--- config.mk ---
export PLATFORM = sky130hd
export DESIGN_NAME = simif_master
export DESIGN_NICKNAME = d
export VERILOG_FILES = /design/src/rtl/simif_master.sv
export SDC_FILE = /design/constraint.sdc
export NUM_CORES = 1
export LEC_CHECK = 0
export CAP_MARGIN = 0
export CORE_UTILIZATION = 29
export CTS_BUF_LIST = sky130_fd_sc_hd__clkbuf_16
export DETAILED_ROUTE_END_ITERATION = 8
export PLACE_DENSITY_LB_ADDON = 0.3
export SYNTH_ARGS = -nofsm -noshare
export SYNTH_HDL_FRONTEND = slang
export SYNTH_SLANG_ARGS = --single-unit
--- constraint.sdc ---
create_clock -name clk -period 4.8 [get_ports clk]
set_input_delay 1.44 -clock clk [delete_from_list [all_inputs] [get_ports clk]]
set_output_delay 1.44 -clock clk [all_outputs]
set_load 0.03 [all_outputs]
--- src/rtl/simif_master.sv ---
// simif_master: byte-stream initiator for the simulator interface slave.
// Probes the slave with DETECT, then forwards bytes as PRINT/char pairs.
module simif_master #(
   parameter int WIDTH   = 32,
   parameter int FIFO_AW = 2
) (
   input  logic             clk,
   input  logic             reset,
   input  logic             in_valid,
   input  logic [7:0]       in_data,
   output logic             in_ready,
   input  logic             redetect,
   output logic             m_cs,
   output logic             m_wen,
   output logic             m_addr,
   output logic [WIDTH-1:0] m_dout,
   input  logic [WIDTH-1:0] m_din,
   output logic             present,
   output logic             detect_done,
   output logic             busy,
   output logic [15:0]      drop_cnt
);

   localparam int DEPTH = 1 << FIFO_AW;
   localparam logic [FIFO_AW:0] FULL_CNT = (FIFO_AW+1)'(DEPTH);

   localparam logic [7:0] CMD_PRINT  = 8'h70;
   localparam logic [7:0] CMD_DETECT = 8'h5f;
   localparam logic [7:0] DET_ANSWER = 8'h21;

   typedef enum logic [2:0] {
      S_SYNC,
      S_DET_W,
      S_DET_R,
      S_IDLE,
      S_P_CMD,
      S_P_PAR
   } state_t;

   state_t state;

   logic [7:0]         mem [DEPTH];
   logic [FIFO_AW-1:0] wptr;
   logic [FIFO_AW-1:0] rptr;
   logic [FIFO_AW:0]   count;
   logic               pend;

   logic       empty;
   logic       full;
   logic       push;
   logic       pop;
   logic       drop;
   logic       go_det;
   logic [7:0] head;

   logic       bus_cs;
   logic       bus_wen;
   logic [7:0] bus_data;

   // only the low byte of the slave read data carries the DETECT answer
   logic unused_din;
   assign unused_din = ^m_din[WIDTH-1:8];

   assign empty    = (count == '0);
   assign full     = (count == FULL_CNT);
   assign in_ready = ~full;
   assign push     = in_valid & ~full;
   assign head     = mem[rptr];

   // without a simulator attached, bytes are discarded one per idle cycle
   assign drop = (state == S_IDLE) & ~pend & ~empty & ~present;
   assign pop  = ~empty & ((state == S_P_PAR) | drop);

   // any transition that lands in DET_W consumes the pending request
   assign go_det = (state == S_SYNC) |
                   ((state == S_IDLE)  & pend) |
                   ((state == S_P_PAR) & pend);

   assign busy = (state != S_IDLE) | ~empty;

   // FIFO storage; contents need no reset, occupancy is tracked by count
   always_ff @(posedge clk) begin
      if (push) begin
         mem[wptr] <= in_data;
      end
   end

   // FIFO pointers and occupancy
   always_ff @(posedge clk) begin
      if (!reset) begin
         wptr  <= '0;
         rptr  <= '0;
         count <= '0;
      end else begin
         if (push) begin
            wptr <= wptr + 1'b1;
         end
         if (pop) begin
            rptr <= rptr + 1'b1;
         end
         unique case ({push, pop})
            2'b10:   count <= count + 1'b1;
            2'b01:   count <= count - 1'b1;
            default: count <= count;
         endcase
      end
   end

   // redetect request latch; a new request beats the clear on DET_W entry
   always_ff @(posedge clk) begin
      if (!reset) begin
         pend <= 1'b0;
      end else if (redetect) begin
         pend <= 1'b1;
      end else if (go_det) begin
         pend <= 1'b0;
      end
   end

   // main sequencer plus detect status and drop counter
   always_ff @(posedge clk) begin
      if (!reset) begin
         state       <= S_SYNC;
         present     <= 1'b0;
         detect_done <= 1'b0;
         drop_cnt    <= '0;
      end else begin
         unique case (state)
            S_SYNC: begin
               state <= S_DET_W;
            end
            S_DET_W: begin
               state <= S_DET_R;
            end
            S_DET_R: begin
               present     <= (m_din[7:0] == DET_ANSWER);
               detect_done <= 1'b1;
               state       <= S_IDLE;
            end
            S_IDLE: begin
               if (pend) begin
                  state <= S_DET_W;
               end else if (!empty && present) begin
                  state <= S_P_CMD;
               end else if (drop) begin
                  if (drop_cnt != 16'hffff) begin
                     drop_cnt <= drop_cnt + 16'd1;
                  end
               end
            end
            S_P_CMD: begin
               state <= S_P_PAR;
            end
            S_P_PAR: begin
               if (pend) begin
                  state <= S_DET_W;
               end else if ((count > 1) && present) begin
                  state <= S_P_CMD;
               end else begin
                  state <= S_IDLE;
               end
            end
            default: begin
               state <= S_SYNC;
            end
         endcase
      end
   end

   // Moore decode of the bus, forced quiet while reset is held low
   always_comb begin
      bus_cs   = 1'b0;
      bus_wen  = 1'b0;
      bus_data = 8'h00;
      unique case (state)
         S_SYNC: begin
            bus_cs  = 1'b1;
            bus_wen = 1'b1;
         end
         S_DET_W: begin
            bus_cs   = 1'b1;
            bus_wen  = 1'b1;
            bus_data = CMD_DETECT;
         end
         S_DET_R: begin
            bus_cs = 1'b1;
         end
         S_P_CMD: begin
            bus_cs   = 1'b1;
            bus_wen  = 1'b1;
            bus_data = CMD_PRINT;
         end
         S_P_PAR: begin
            bus_cs   = 1'b1;
            bus_wen  = 1'b1;
            bus_data = head;
         end
         default: begin
            bus_cs = 1'b0;
         end
      endcase
      if (!reset) begin
         bus_cs   = 1'b0;
         bus_wen  = 1'b0;
         bus_data = 8'h00;
      end
   end

   assign m_cs   = bus_cs;
   assign m_wen  = bus_wen;
   assign m_addr = 1'b0;
   assign m_dout = {{(WIDTH-8){1'b0}}, bus_data};

endmodule

==> results of run 1 <==
area by class of cell:
cell class                      instances  area share
Multi-Input combinational cell        198       0.338
Sequential cell                        63       0.399
Clock buffer                            9      0.0568
Inverter                               14      0.0133
Clock inverter                          7      0.0262
Tap cell                              136      0.0429
Timing Repair Buffer                   52       0.123
worst max-delay path: cells and delay by family:
| family | cells | cell delay (ps) |
|---|---|---|
| AO/OA/AOI/OAI | 1 | 380 |
| buffers and inverters | 3 | 830 |
| AND/OR/NAND/NOR | 2 | 310 |
report_power, final:
part | total [W] | internal [W] | switching (W)
Clock | 0.000708 | 0.000460 | 0.000247
Combinational | 0.000329 | 0.000134 | 0.000195
Sequential | 0.000654 | 0.000605 | 0.0000496
Total | 0.00169 | 0.00120 | 0.000492
routing by layer:
layer,GRT usage,part of all wire,vias to the layer above
met4,0.0327,0.0072,0
li1,-,-,1100
met5,0,0,-
met1,0.143,0.44,1044
met3,0.0470,0.064,6
met2,0.211,0.49,76
state kept, by name, indices dropped and copies added, names as in the netlist, named ones only:
name         cells
mem             32
pend             1
wptr             2
rptr             2
detect_done      1
count            3
present          1
state            3
drop_cnt        16
cell usage in the layout, fill, tap and decap left out, types with 4 or more instances in the layout:
master / instances
clkdlybuf4s50_1: 39
edfxtp_1: 32
dfxtp_1: 31
nor2_1: 30
conb_1: 25
inv_1: 14
a21oi_1: 14
buf_4: 13
nand2_1: 10
ha_1: 10
o21ai_0: 9
clkbuf_16: 9
nand2b_1: 7
mux4_2: 7
mux2i_1: 7
or3_1: 6
nand4_1: 6
and2_1: 5
nand3_1: 4
or4_1: 4
nor4_1: 4
per-stage QoR:
step	cell area, um^2	hold slack (ps)	setup WS (ps)	instances	util
2_1_floorplan	3210	483	360	310	-
3_3_place_gp	3630	458	360	463	0.350
3_5_place_dp	3630	476	377	463	0.350
4_1_cts	3960	490	363	479	0.382
5_1_grt	3960	521	272	479	0.382
6_report	3960	485	395	479	0.382
path summary, 6_finish.rpt:
check	from	to	slack, ps	cells past startpoint
max	reset	m_dout[7]	400	6
min	drop_cnt[7]	drop_cnt[7]	480	2
max reg2reg	count[0]	drop_cnt[11]	2280	6
min reg2reg	drop_cnt[7]	drop_cnt[7]	480	2
logic make-up (layout without fill, tap and decap cells):
kind of cell / count (synthesis) / count (layout) / synth area share
AOI/OAI and AO/OA: 47 / 47 / 0.0990
xor gates and xnor gates: 6 / 6 / 0.0169
adders and majority gates: 10 / 10 / 0.0402
buffers and inverters: 49 / 82 / 0.0909
DFF: 63 / 63 / 0.509
muxes: 14 / 14 / 0.0732
other: 1 / 25 / 0.00121
and+or+nand+nor: 96 / 96 / 0.170
==> run_results.csv, run 1 <==
group,metric,value,unit
status,outcome,"complete, no violations",
sta,fmax,227,MHz
synth,synth_common_cells,"edfxtp_1, dfxtp_1, nor2_1",
global_routing,grt_pass1_vias,2139,
drt,drt_iter0_markers,112,
cts,cts_resized,0,
drt,dr.pass1.iters,4,
die,rows,37,
drt,vias,2226,
place,portBuffers,49,
die,io_pins,99,
setup_path,crit_path_cell_trace,"clkdlybuf4s50_1, inv_1, nor2_1, nand2_1, a2111oi_2, buf_4",
final_layout,fin_nets,392,
final_layout,syn2layout_area_growth,27.4,%
die,die-area,0.0111,mm^2
sta,final_hold_viol_count,0,
cts,htree_levels,3,
setup_path,end_kind,"output port",
sta,post-route-period-util,0.918,
drt,routedWlPerCell,13.1,um
global_routing,grt_usage,0.123,
synth,synth_largest_area_cell,"edfxtp_1",
die,dieHeight,106,um
final_layout,diodes,0,
setup_path,path_max_fanout,5,
cts,cts-root-buf,"clkbuf_16",
synth,syn_inst,286,
setup_path,crit_required,3360,ps
sta,drv_slew,0,
synth,synth_top_flop_cell,"edfxtp_1",
final_layout,fill_cells,1026,
synth,syn_area,0.00311,mm^2
setup_path,cpPeakStageDelay,520,ps
die,core,0.0104,mm^2
synth,yosys-top-cells-area,"edfxtp_1, dfxtp_1, buf_4",
final_layout,multi_input_area,0.00134,mm^2
global_routing,grt_overflow,0,
power_and_ir_drop,p_total,0.00169,W
synth,synth-seq-cells,63,
cts,cts_sinks,63,
sta,max-slew-margin-rel,0.205,
global_routing,antenna_found_initial,0,
sta,worstMarginPinSlew,1180,ps
drt,drcViolationCount,0,
cts,postCtsSetupBuffers,0,
synth,syn_avg_cell_area,10.9,um^2
sta,tns,0,ps
cts,cts_hold_buffers,0,
drt,viasPerCell,4.65,
sta,finClkSkew,9.81,ps
power_and_ir_drop,irDropWorstVdd,0.227,mV
setup_path,criticalPathCategory,"primary input to output port",
global_routing,grt_max_degree,24,
cts,cts_tree,"done",
sta,rsz0062_at_grt,"no",
drt,antenna_left,0,
place,hpwl,4380,um
cts,cts_made_buffers,9,
hold_path,min_path_type,"flop to flop",
final_layout,drive_gt1_frac,0.117,
setup_path,worstPathArrival,2960,ps
synth,async_reset_ff_frac,0,
power_and_ir_drop,powerDensity,427,mW/mm^2
global_routing,grt_pass1_wl,10500,um
cts,clockBufferDepth,2,
die,die_x,106,um
die,start_util,0.300,
synth,ys_seq_area_frac,0.509,
cts,clock_latency,330,ps
power_and_ir_drop,leakage,1.43,nW
job,maxCapViolCount,0,
cts,clk_pin_slew_worst_paths,50,ps
sta,post-route-min-period,4400,ps
final_layout,seqCellArea,0.00158,mm^2
synth,synth_cell_types,52,
place,routabilityCongestion,0.727,
synth,yosys_warnings,0,
synth,synth_edf_count,32,
synth,yosysMostFrequentCell,"edfxtp_1",
sta,setup_viol,0,
drt,finalWirelength,6290,um
setup_path,start_kind,"primary input",
setup_path,slowest_stage,"clkdlybuf4s50_1",
synth,synth_top_area_share,0.309,
(Power assumes the default switching activity.)
==> inputs of run 2 (changes only) <==
- CORE_UTILIZATION: 29 -> 50
==> run 2 against run 1 <==
Compared with the run above:
- via count up 1.9%
- clock skew down 3.6 ps
- setup slack worse by 61 ps
- combinational power down 1%
- critical path depth unchanged
- flip-flop and latch count unchanged
- sequential share of layout area up 1.6 points
- core utilization up 26 points
- sequential power about the same
- die area down 41%
- largest cell class unchanged
- wire length down 0.86%
- largest power group is now registers
- maximum frequency down 1.4%
==> run_results.csv, run 2 (synthesis gave the netlist of run 1 again) <==
group,metric,value,unit
drt,drt_iter0_markers,150,
global_routing,grt_max_degree,24,
sta,post-route-period-util,0.930,
die,io_pins,99,
final_layout,layout_common_cells,"clkdlybuf4s50_1, edfxtp_1, dfxtp_1",
place,dp.cells,401,
die,core,0.00596,mm^2
die,die-area,0.00654,mm^2
drt,antenna_left,0,
sta,max-slew-margin-rel,0.208,
setup_path,crit_required,3360,ps
sta,finClkSkew,6.23,ps
cts,postCtsSetupBuffers,0,
sta,setup_viol,0,
drt,routedWlPerCell,14.9,um
global_routing,antenna_found_initial,0,
final_layout,fin_cells,418,
hold_path,min_path_type,"flop to flop",
final_layout,syn2layout_area_growth,22.5,%
final_layout,drive_gt1_frac,0.105,
sta,fin_hold_ws,503,ps
global_routing,grt_usage,0.205,
sta,post-route-min-period,4470,ps
sta,setup_ws,334,ps
setup_path,end_kind,"output port",
final_layout,layout_commonest_cell,"clkdlybuf4s50_1",
final_layout,top_regs,"mem (32), drop_cnt (16)",
die,start_util,0.522,
die,dieHeight,80.9,um
drt,viasPerCell,5.43,
global_routing,grt_pass1_wl,9770,um
drt,finalWirelength,6240,um
drt,vias,2268,
sta,final_hold_viol_count,0,
job,maxCapViolCount,0,
global_routing,grt_overflow,0,
sta,fmax,224,MHz
setup_path,start_kind,"primary input",
final_layout,largest_reg_flops,32,
die,die_x,80.9,um
cts,clock_latency,320,ps
status,outcome,"complete, no violations",
final_layout,fin_nets,392,
final_layout,diodes,0,
drt,dr.pass1.iters,4,
drt,drcViolationCount,0,
cts,clockBufferDepth,2,
power_and_ir_drop,powerDensity,402,mW/mm^2
sta,worstMarginPinSlew,1180,ps
place,portBuffers,49,
setup_path,criticalPathCategory,"primary input to output port",
final_layout,fill_cells,483,
power_and_ir_drop,p_total,0.00153,W
sta,drv_slew,0,
cts,clk_pin_slew_worst_paths,50,ps
sta,tns,0,ps
cts,htree_levels,3,
cts,cts_resized,0,
setup_path,worstPathArrival,3030,ps
global_routing,grt_pass1_vias,2008,
cts,cts_sinks,63,
place,dpl_worst_slack,306,ps
place,hpwl,4310,um
place,routabilityCongestion,0.789,
sta,rsz0062_at_grt,"no",
power_and_ir_drop,irDropWorstVdd,0.293,mV
final_layout,largest-register,"mem",
die,rows,28,
power_and_ir_drop,leakage,1.41,nW
setup_path,path_max_fanout,5,
cts,cts-root-buf,"clkbuf_16",
cts,cts_hold_buffers,0,
cts,cts_tree,"done",
cts,cts_made_buffers,9,
==> run 2: changes by cell type in the layout (fill, tap and decap cells not counted), sizes merged <==
| cell | change |
|---|---|
| buf | -1 |
| bufinv | -2 |
| clkbuf | +1 |
| inv | +2 |
==> run 2: final timing paths <==
path	slack, ps	endpoint	start	cells after the start
max	330	m_dout[7]	reset	6
min	500	drop_cnt[7]	drop_cnt[7]	2
max reg2reg	2220	drop_cnt[11]	count[0]	6
min reg2reg	500	drop_cnt[7]	drop_cnt[7]	2
==> run 2: critical path, cell delays in order <==
cell and delay, ps:
clkdlybuf4s50_1 490, inv_1 70, nor2_1 230, nand2_1 220
a2111oi_2 350, buf_4 220
==> run 2: layer usage <==
layer	global-route usage	share of wire	vias to the layer above
met5	0	0	-
met4	0.0839	0.015	0
met3	0.0573	0.062	9
met2	0.315	0.47	79
met1	0.274	0.45	1075
li1	-	-	1105
==> run 2: cell type report <==
type	count	area, um^2	area share
clock buffers	9	225	0.0591
multi-input cells	198	1340	0.352
repair buffers	52	485	0.127
clock inverters	7	30.0	0.00788
well taps	75	93.8	0.0246
inverters	14	52.6	0.0138
flip-flops and latches	63	1580	0.415
==> run 2: where the power goes <==
| group | total [W] | internal [W] | switching [W] |
|---|---|---|---|
| clock | 0.000554 | 0.000338 | 0.000216 |
| combinational | 0.000325 | 0.000132 | 0.000193 |
| sequential | 0.000655 | 0.000606 | 0.0000490 |
| total | 0.00153 | 0.00108 | 0.000457 |
==> run 2: through the flow <==
| stage | utilization | cell area, um^2 |
|---|---|---|
| 3_5_place_dp | 0.596 | 3550 |
| 3_3_place_gp | 0.596 | 3550 |
| 6_report | 0.640 | 3810 |
| 2_1_floorplan | - | 3210 |
| 4_1_cts | 0.639 | 3800 |
| 5_1_grt | 0.640 | 3810 |
